## config.mk

```make
export PLATFORM = sky130hd
export DESIGN_NAME = adder_tree_feeder
export DESIGN_NICKNAME = d
export VERILOG_FILES = /design/src/rtl/cnn_pkg.sv /design/src/rtl/binary_weight_mul.sv /design/src/rtl/adder_tree_feeder.sv
export SDC_FILE = /design/constraint.sdc
export NUM_CORES = 1
export LEC_CHECK = 0
export ABC_AREA = 1
export ABC_CLOCK_PERIOD_IN_PS = 2300
export BUFFER_PORTS_ARGS = -buffer_cell sky130_fd_sc_hd__buf_4
export CAP_MARGIN = 20
export CORE_MARGIN = 10
export CORE_UTILIZATION = 46
export DETAILED_ROUTE_END_ITERATION = 10
export HOLD_SLACK_MARGIN = 0.1
export PLACE_DENSITY_LB_ADDON = 0.08
export SETUP_SLACK_MARGIN = 0.3
export SLEW_MARGIN = 10
export SYNTH_ARGS = -nofsm -noshare
export SYNTH_HDL_FRONTEND = slang
export SYNTH_SLANG_ARGS = --single-unit
```

## constraint.sdc

```tcl
create_clock -name clk -period 2.3 [get_ports clk]
set_input_delay 0.46 -clock clk [delete_from_list [all_inputs] [get_ports clk]]
set_output_delay 0.46 -clock clk [all_outputs]
set_load 0.05 [all_outputs]
```

## src/rtl/cnn_pkg.sv

```systemverilog
// rtl/cnn_pkg.sv - shared width derivation and FSM encoding for the adder_tree feeder
package cnn_pkg;

    typedef enum logic [1:0] {
        ST_IDLE = 2'd0,
        ST_FIRE = 2'd1,
        ST_WAIT = 2'd2,
        ST_OUT  = 2'd3
    } feeder_state_t;

    function automatic int result_width(input int data_width, input int weight_width);
        return data_width + weight_width;
    endfunction

    // Each doubling level of the tree adds one bit; KERNEL_SIZE bits is a safe upper bound.
    function automatic int sum_width(input int data_width, input int weight_width, input int kernel_size);
        return data_width + weight_width + kernel_size;
    endfunction

endpackage

```

## src/rtl/binary_weight_mul.sv

```systemverilog
// rtl/binary_weight_mul.sv - one lane: unsigned pixel gated by a binary weight
module binary_weight_mul #(
    parameter int DATA_WIDTH   = 8,
    parameter int RESULT_WIDTH = 9
) (
    input  logic [DATA_WIDTH-1:0]   pixel,
    input  logic                    weight,
    output logic [RESULT_WIDTH-1:0] product
);

    assign product = weight ? RESULT_WIDTH'(pixel) : '0;

endmodule

```

## src/rtl/adder_tree_feeder.sv

```systemverilog
// rtl/adder_tree_feeder.sv - launches one kernel window into adder_tree and returns its sum
module adder_tree_feeder
    import cnn_pkg::*;
#(
    parameter int DATA_WIDTH     = 8,
    parameter int WEIGHT_WIDTH   = 1,
    parameter int KERNEL_SIZE    = 3,
    parameter int TIMEOUT_CYCLES = 64,
    parameter int CNT_WIDTH      = 16,
    localparam int RESULT_WIDTH  = result_width(DATA_WIDTH, WEIGHT_WIDTH),
    localparam int SUM_WIDTH     = sum_width(DATA_WIDTH, WEIGHT_WIDTH, KERNEL_SIZE)
) (
    input  logic                                clk,
    input  logic                                rstn,
    input  logic                                in_valid,
    output logic                                in_ready,
    input  logic [DATA_WIDTH*KERNEL_SIZE-1:0]   in_data,
    input  logic [KERNEL_SIZE-1:0]              in_weight,
    output logic                                adder_en,
    output logic [RESULT_WIDTH*KERNEL_SIZE-1:0] adder_dataIn,
    input  logic [SUM_WIDTH-1:0]                adder_dataOut,
    input  logic                                adder_done,
    output logic                                out_valid,
    input  logic                                out_ready,
    output logic [SUM_WIDTH-1:0]                out_data,
    output logic                                err_timeout,
    output logic [CNT_WIDTH-1:0]                job_cnt
);

    localparam int TW = $clog2(TIMEOUT_CYCLES);
    localparam logic [TW-1:0] WAIT_LAST = TW'(TIMEOUT_CYCLES - 1);

    feeder_state_t state, state_nxt;
    logic [TW-1:0] wait_cnt;
    logic [RESULT_WIDTH*KERNEL_SIZE-1:0] products;
    logic wait_last;

    for (genvar i = 0; i < KERNEL_SIZE; i++) begin : g_lane
        binary_weight_mul #(
            .DATA_WIDTH  (DATA_WIDTH),
            .RESULT_WIDTH(RESULT_WIDTH)
        ) u_mul (
            .pixel  (in_data[(i+1)*DATA_WIDTH-1 -: DATA_WIDTH]),
            .weight (in_weight[i]),
            .product(products[(i+1)*RESULT_WIDTH-1 -: RESULT_WIDTH])
        );
    end

    assign wait_last = (wait_cnt == WAIT_LAST);

    always_ff @(posedge clk or negedge rstn) begin
        if (!rstn) state <= ST_IDLE;
        else       state <= state_nxt;
    end

    // adder_done only matters in WAIT; a done that coincides with timeout still completes the job.
    always_comb begin
        state_nxt = state;
        case (state)
            ST_IDLE: if (in_valid) state_nxt = ST_FIRE;
            ST_FIRE: state_nxt = ST_WAIT;
            ST_WAIT: begin
                if (adder_done)     state_nxt = ST_OUT;
                else if (wait_last) state_nxt = ST_IDLE;
            end
            ST_OUT:  if (out_ready) state_nxt = ST_IDLE;
            default: state_nxt = ST_IDLE;
        endcase
    end

    always_comb begin
        in_ready  = 1'b0;
        adder_en  = 1'b0;
        out_valid = 1'b0;
        case (state)
            ST_IDLE: in_ready  = rstn;
            ST_FIRE: adder_en  = 1'b1;
            ST_OUT:  out_valid = 1'b1;
            default: ;
        endcase
    end

    always_ff @(posedge clk or negedge rstn) begin
        if (!rstn) begin
            adder_dataIn <= '0;
            out_data     <= '0;
            err_timeout  <= 1'b0;
            job_cnt      <= '0;
            wait_cnt     <= '0;
        end else begin
            case (state)
                ST_IDLE: if (in_valid) adder_dataIn <= products;
                ST_FIRE: wait_cnt <= '0;
                ST_WAIT: begin
                    wait_cnt <= wait_cnt + TW'(1);
                    if (adder_done) begin
                        out_data <= adder_dataOut;
                        job_cnt  <= job_cnt + CNT_WIDTH'(1);
                    end else if (wait_last) begin
                        err_timeout <= 1'b1;
                    end
                end
                default: ;
            endcase
        end
    end

endmodule

```

# After elaboration in Yosys (flattened, before gate mapping)
# Cells that the tools add are included.
[op_classes]
add_sub_neg = 2
reduce_logical = 6
n_mux = 12
n_bitwise = 1
n_eq_ne = 7
[op_table]
columns = ["cell", "count"]
rows = [
  ["8-bit two-way mux", 3],
  ["16-bit by 1-bit adder with 16-bit output (second input constant)", 1],
  ["6-bit case mux with 2 select lines", 1],
  ["2-bit two-way mux", 4],
  ["2-bit case mux with 4 select lines", 1],
  ["6-bit by 1-bit adder with 6-bit output (second input constant)", 1],
  ["6-bit equality test (second input constant)", 1],
  ["3-bit AND reduction", 2],
  ["2-bit equality test (second input constant)", 2],
  ["2-bit != test (second input constant)", 2],
  ["2-bit AND reduction", 2],
  ["1-bit two-way mux", 3],
  ["3-bit != test (second input constant)", 1],
  ["2-bit by 1-bit equality test with 1-bit output (second input constant)", 1],
  ["2-bit zero test", 1],
  ["2-bit nonzero test", 1],
  ["1-bit NOT", 1],
]
[word_totals]
regBits = 64
elab_cells = 34
inputBits = 44
output_inout_bits = 59

# Longest topological paths before layout
[logic_depth]
depth_word = 4
mapped_depth = 9
mapped_depth_nobuf = 8

# By module
# Synthesis repeated with hierarchy kept, for this count alone.
[hier_totals]
hier_cells = 320
area_unflattened_um2 = 3034.2
[by_module_without_submodules]
columns = ["mod", "instances", "cells_each", "area_per_inst_um2", "seq_area_each_um2"]
rows = [
  ["adder_tree_feeder", 1, 263, 2805.2, 1601.5],
  ["binary_weight_mul", 3, 19, 76.3, 0.0],
]

# Least setup slack after synthesis
# No wires, ideal clock.
[synth_path]
path_type = "register to register"
startpoint = "register job_cnt[0]"
endpoint = "register job_cnt[12]"
setup_ps = 123
t_required_ps = 2177
stages_incl_launch_ff = 7
slack_ps = 718
path_buffers = 0
synth_period_minus_slack_ps = 1582
t_arrival_ps = 1459
path_cell_list = "dfrtp_1 ha_1 nand3_2 nor2_2 nand3_1 o21ai_1 nand2_1"
[synth_via]
elab_chain_len = 1
[synth_lines]
columns = ["item", "line_no", "source"]
rows = [
  ["start: declaration", "adder_tree_feeder.sv:27", "output logic [CNT_WIDTH-1:0] job_cnt"],
  ["start signal: assignment", "adder_tree_feeder.sv:98", "job_cnt <= job_cnt + CNT_WIDTH'(1);"],
  ["16-bit by 1-bit adder with 16-bit output", "adder_tree_feeder.sv:98", ""],
]
# Every way passes these cells.
# A chain may end at the register's enable or synchronous reset.

# Worst setup path in the final report
[layout_path]
startpoint = "register state[1]"
endpoint = "output port in_ready"
[layout_via]
elab_chain_len = 2
[layout_lines]
columns = ["item", "line_no", "source"]
rows = [
  ["start: declaration", "adder_tree_feeder.sv:33", "feeder_state_t state, state_nxt;"],
  ["start signal: assignment", "adder_tree_feeder.sv:53", "else state <= state_nxt;"],
  ["2-bit zero test", "adder_tree_feeder.sv:75", "case (state)"],
  ["1-bit two-way mux", "adder_tree_feeder.sv:75", ""],
  ["end: declaration", "adder_tree_feeder.sv:16", "output logic in_ready,"],
]
# Every way passes these cells.

==> results.md <==
| Group | Item | This run |
| --- | --- | --- |
| run status | Result of the run | finished clean |
| yosys | Most common cell in the netlist | sky130_fd_sc_hd__nand2_1 |
| layout | Post-layout nets | 438 |
| critical path | Kind of end point of the critical path | primary output |
| critical path | Sequence of cells on the critical path | inv_2, ha_1, nand2_1, inv_1, buf_4 |
| yosys | Most frequent cells after synthesis | sky130_fd_sc_hd__nand2_1, sky130_fd_sc_hd__dfrtp_1, sky130_fd_sc_hd__o21ai_0 |
| yosys | Flop and latch count out of synthesis | 61 |
| timing | Slew Viols, Final | 0 |
| yosys | Fraction of synthesis flops using an asynchronous set or reset pin | 100% |
| layout | Area Overhead vs Synth | 36.6% |
| die | Die Span X | 97.0 um |
| die | Die H | 97.0 um |
| layout | Antenna fix cells | 0 |
| timing | Final hold vios | 0 |
| yosys | Top-area cell type share of the netlist area | 56.0% |
| yosys | Most used flip-flop cell after synthesis | sky130_fd_sc_hd__dfrtp_1 |
| global routing | Vias in the first global route | 2200 |
| place | Final Wtd Congestion | 0.796 |
| global routing | First-pass GRT wire length | 11.0 mm |
| yosys | Fraction of the yosys area taken by sequential cells | 56.0% |
| drt | Final routed DRC violation total | 0 |
| pwr | Cell Pwr Density | 1370 nW/um2 |
| pwr | Total Power Consumption | 5.11 mW |
| critical path | Maximum cell stage delay along the critical path | 0.44 ns |
| clocking | Worst skew pair latency | 0.33 ns |
| global routing | Maximum number of pins on one net before global-route repair | 62 |
| timing | Highest clock frequency the design can meet | 539 MHz |
| clocking | Number of H-tree branching levels | 3 |
| yosys | Syn avg cell area | 9.53 um2 |
| clocking | Clk buf depth | 2 |
| timing | Transition time at the pin with the least slew margin | 0.764 ns |
| place | Number of cells after detailed placement | 448 |
| timing | Minimum clock period | 1.86 ns |
| yosys | Dominant cells by area after synthesis | sky130_fd_sc_hd__dfrtp_1, sky130_fd_sc_hd__nand2_1, sky130_fd_sc_hd__mux2_2 |
| die | Row Count | 27 |
| flow run | Max capacitance violation total | 0 |
| timing | Headroom to the max-slew limit | 49.0% |
| drt | DR pass1 iterations | 4 |
| timing | Unrepaired setup endpoints after global routing | no |
| pwr | Static Leakage | 1.92 nW |
| critical path | Max FO, Critical Path | 5 |
| place | HPWL after detailed placement | 5.01 mm |
| timing | Final setup skew | 0.00709 ns |
| hold path | Class of the tightest hold or removal check | in -> async |
| global routing | Total congestion overflow | 0 |
| yosys | Cell type with the highest aggregate area in the netlist | sky130_fd_sc_hd__dfrtp_1 |
| pwr | Worst voltage drop across the vdd grid | 0.000898 V |
| die | Starting utilization of the core area | 48.3% |
| layout | End-of-flow core utilization | 66.0% |
| die | Area of the die | 9410 um2 |
| layout | Final standard cell count with taps included and fillers excluded | 463 |
| timing | Accumulated negative setup slack | 0 ns |
| clocking | Total CTS buffers | 9 |
| yosys | Total standard cell area after synthesis | 2730 um2 |
| yosys | Number of library cell types mapped by synthesis | 27 |
| layout | Fraction of final layout cells with drive strength greater than 1 | 35.3% |
| yosys | Count of synthesis-stage warnings from yosys | 0 |
| critical path | Data arrival time at the worst-slack endpoint | 1.40 ns |
| global routing | GRT Overall Usage | 14.1% |
| place | Port Buffers | 99 |
| drt | WL final | 6.62 mm |
| drt | Wire length per cell | 14.3 um |
| timing | Total of endpoints with negative setup slack in the final report | 0 |
| yosys | Instance count of the mapped netlist | 286 |
| drt | Final ANT Viol Nets | 0 |
| drt | Average vias per placed instance | 4.70 |
| drt | Iteration-0 DRC Markers | 56 |
| die | IO Pins | 103 |
| critical path | Depth of the worst register-to-register path | 7 |
| clocking | Clock tree root buffer cell | sky130_fd_sc_hd__clkbuf_8 |
| critical path | Category of the critical setup timing path | reg -> out |
| clocking | Clk sinks | 61 |
| critical path | Slowest-stage cell, CP | sky130_fd_sc_hd__dfrtp_1 |
| drt | Routed vias | 2174 |
| clocking | Clock Pin Slew Worst Setup and Hold Paths | 0.07 ns |
| clocking | Clock tree from TritonCTS | done |
| global routing | Initial antenna violation count | 0 |
| yosys | Number of synthesized flops with an enable pin | 0 |
| die | Std-Cell Core Area | 5640 um2 |
| critical path | Worst endpoint required time | 1.84 ns |
| timing | Share of the cycle needed by the critical path after routing | 80.7% |
| critical path | Type of origin of the critical path | register |
[area by class of cell]
type | instances | area (um2)
clock buffers | 11 | 141
clock inverters | 4 | 72.6
fillers | 477 | 1920
inverters | 21 | 78.8
multi-input cells | 193 | 1060
flip-flops and latches | 61 | 1530
well taps | 72 | 90.1
repair buffers | 101 | 758
[report_power, final]
group	leakage (nW)	switching (mW)	internal (mW)
Combinational	1.04	1.71	0.746
Sequential	0.777	0.223	1.40
Clock	0.105	0.394	0.632
[critical path: cells and delay by family, from the launching register on]
kind                       cells  cell delay, ns
and+or+nand+nor                1            0.07
buffers and inverters          3            0.35
adders and majority gates      1            0.21
DFF                            1            0.44
[cells in the final DEF, fill, tap and decap left out]
cell type,instances
sky130_fd_sc_hd__nand3_1,8
sky130_fd_sc_hd__dfrtp_1,61
sky130_fd_sc_hd__buf_4,101
sky130_fd_sc_hd__a31o_2,1
sky130_fd_sc_hd__nand3_2,2
sky130_fd_sc_hd__inv_1,20
sky130_fd_sc_hd__nor3_1,3
sky130_fd_sc_hd__nor2_4,1
sky130_fd_sc_hd__clkbuf_1,1
sky130_fd_sc_hd__nand2_1,83
sky130_fd_sc_hd__nand3b_1,1
sky130_fd_sc_hd__bufinv_16,2
sky130_fd_sc_hd__conb_1,3
sky130_fd_sc_hd__o22ai_1,1
sky130_fd_sc_hd__clkinv_2,1
sky130_fd_sc_hd__nand2_2,2
sky130_fd_sc_hd__inv_2,1
sky130_fd_sc_hd__nand4_1,5
sky130_fd_sc_hd__ha_1,7
sky130_fd_sc_hd__xor2_1,7
sky130_fd_sc_hd__o21ai_0,25
sky130_fd_sc_hd__nor2_2,3
sky130_fd_sc_hd__a21oi_1,4
sky130_fd_sc_hd__o21ai_1,1
sky130_fd_sc_hd__clkinvlp_4,1
sky130_fd_sc_hd__clkbuf_8,10
sky130_fd_sc_hd__xnor2_1,6
sky130_fd_sc_hd__mux2_2,13
sky130_fd_sc_hd__nor2_1,17
[flip-flops by register name (all words and copies together) (netlist names)]
| name | flops |
|---|---|
| job_cnt | 16 |
| state | 2 |
| out_data | 12 |
| adder_dataIn | 24 |
| err_timeout | 1 |
| wait_cnt | 6 |
[metrics by stage]
stage          worst slack, ns  hold slack [ns]  instance area [um2]
6_report                 0.444            0.301                 3720
2_1_floorplan            0.718            0.164                 2730
5_1_grt                  0.363            0.331                 3720
3_3_place_gp             0.635            0.467                 3510
3_5_place_dp             0.583            0.475                 3510
4_1_cts                  0.370            0.325                 3720
[cell families (layout without fill, tap and decap cells)]
kind of cell / count (synthesis) / after routing / synth area share [%]
adders and majority gates: 7 / 7 / 3.21
buffers and inverters: 34 / 137 / 5.55
DFF: 61 / 61 / 56.0
muxes: 13 / 13 / 5.37
and+or+nand+nor: 125 / 125 / 19.5
xor gates and xnor gates: 13 / 13 / 4.18
AOI/OAI and AO/OA: 32 / 32 / 6.06
other: 1 / 3 / 0.138
[routing by layer]
metal	track usage, %	vias to the layer above	wire (um)
met2	22.0	60	3220
met5	0	-	0
met1	16.4	1005	2810
met3	7.31	4	558
li1	-	1105	-
met4	4.17	0	29
[worst paths after layout]
kind                       slack [ns]                         from                      endpoint
max reg2reg                      0.57         state[0]$_DFFE_PN0P_       job_cnt[12]$_DFFE_PN0P_
min                              0.30                         rstn  adder_dataIn[22]$_DFFE_PN0P_
max in group asynchronous        1.49                         rstn   adder_dataIn[0]$_DFFE_PN0P_
max                              0.44         state[1]$_DFFE_PN0P_                      in_ready
min in group clk                 0.36            adder_dataOut[11]      out_data[11]$_DFFE_PN0P_
min reg2reg                      0.49  adder_dataIn[1]$_DFFE_PN0P_   adder_dataIn[1]$_DFFE_PN0P_
[repair_timing]
action                     CTS  global route
setup buffers                0             0
setup endpoints to repair    0             1
hold buffers                 0             0
resized for setup            0             1
(Power assumes the default switching activity.)
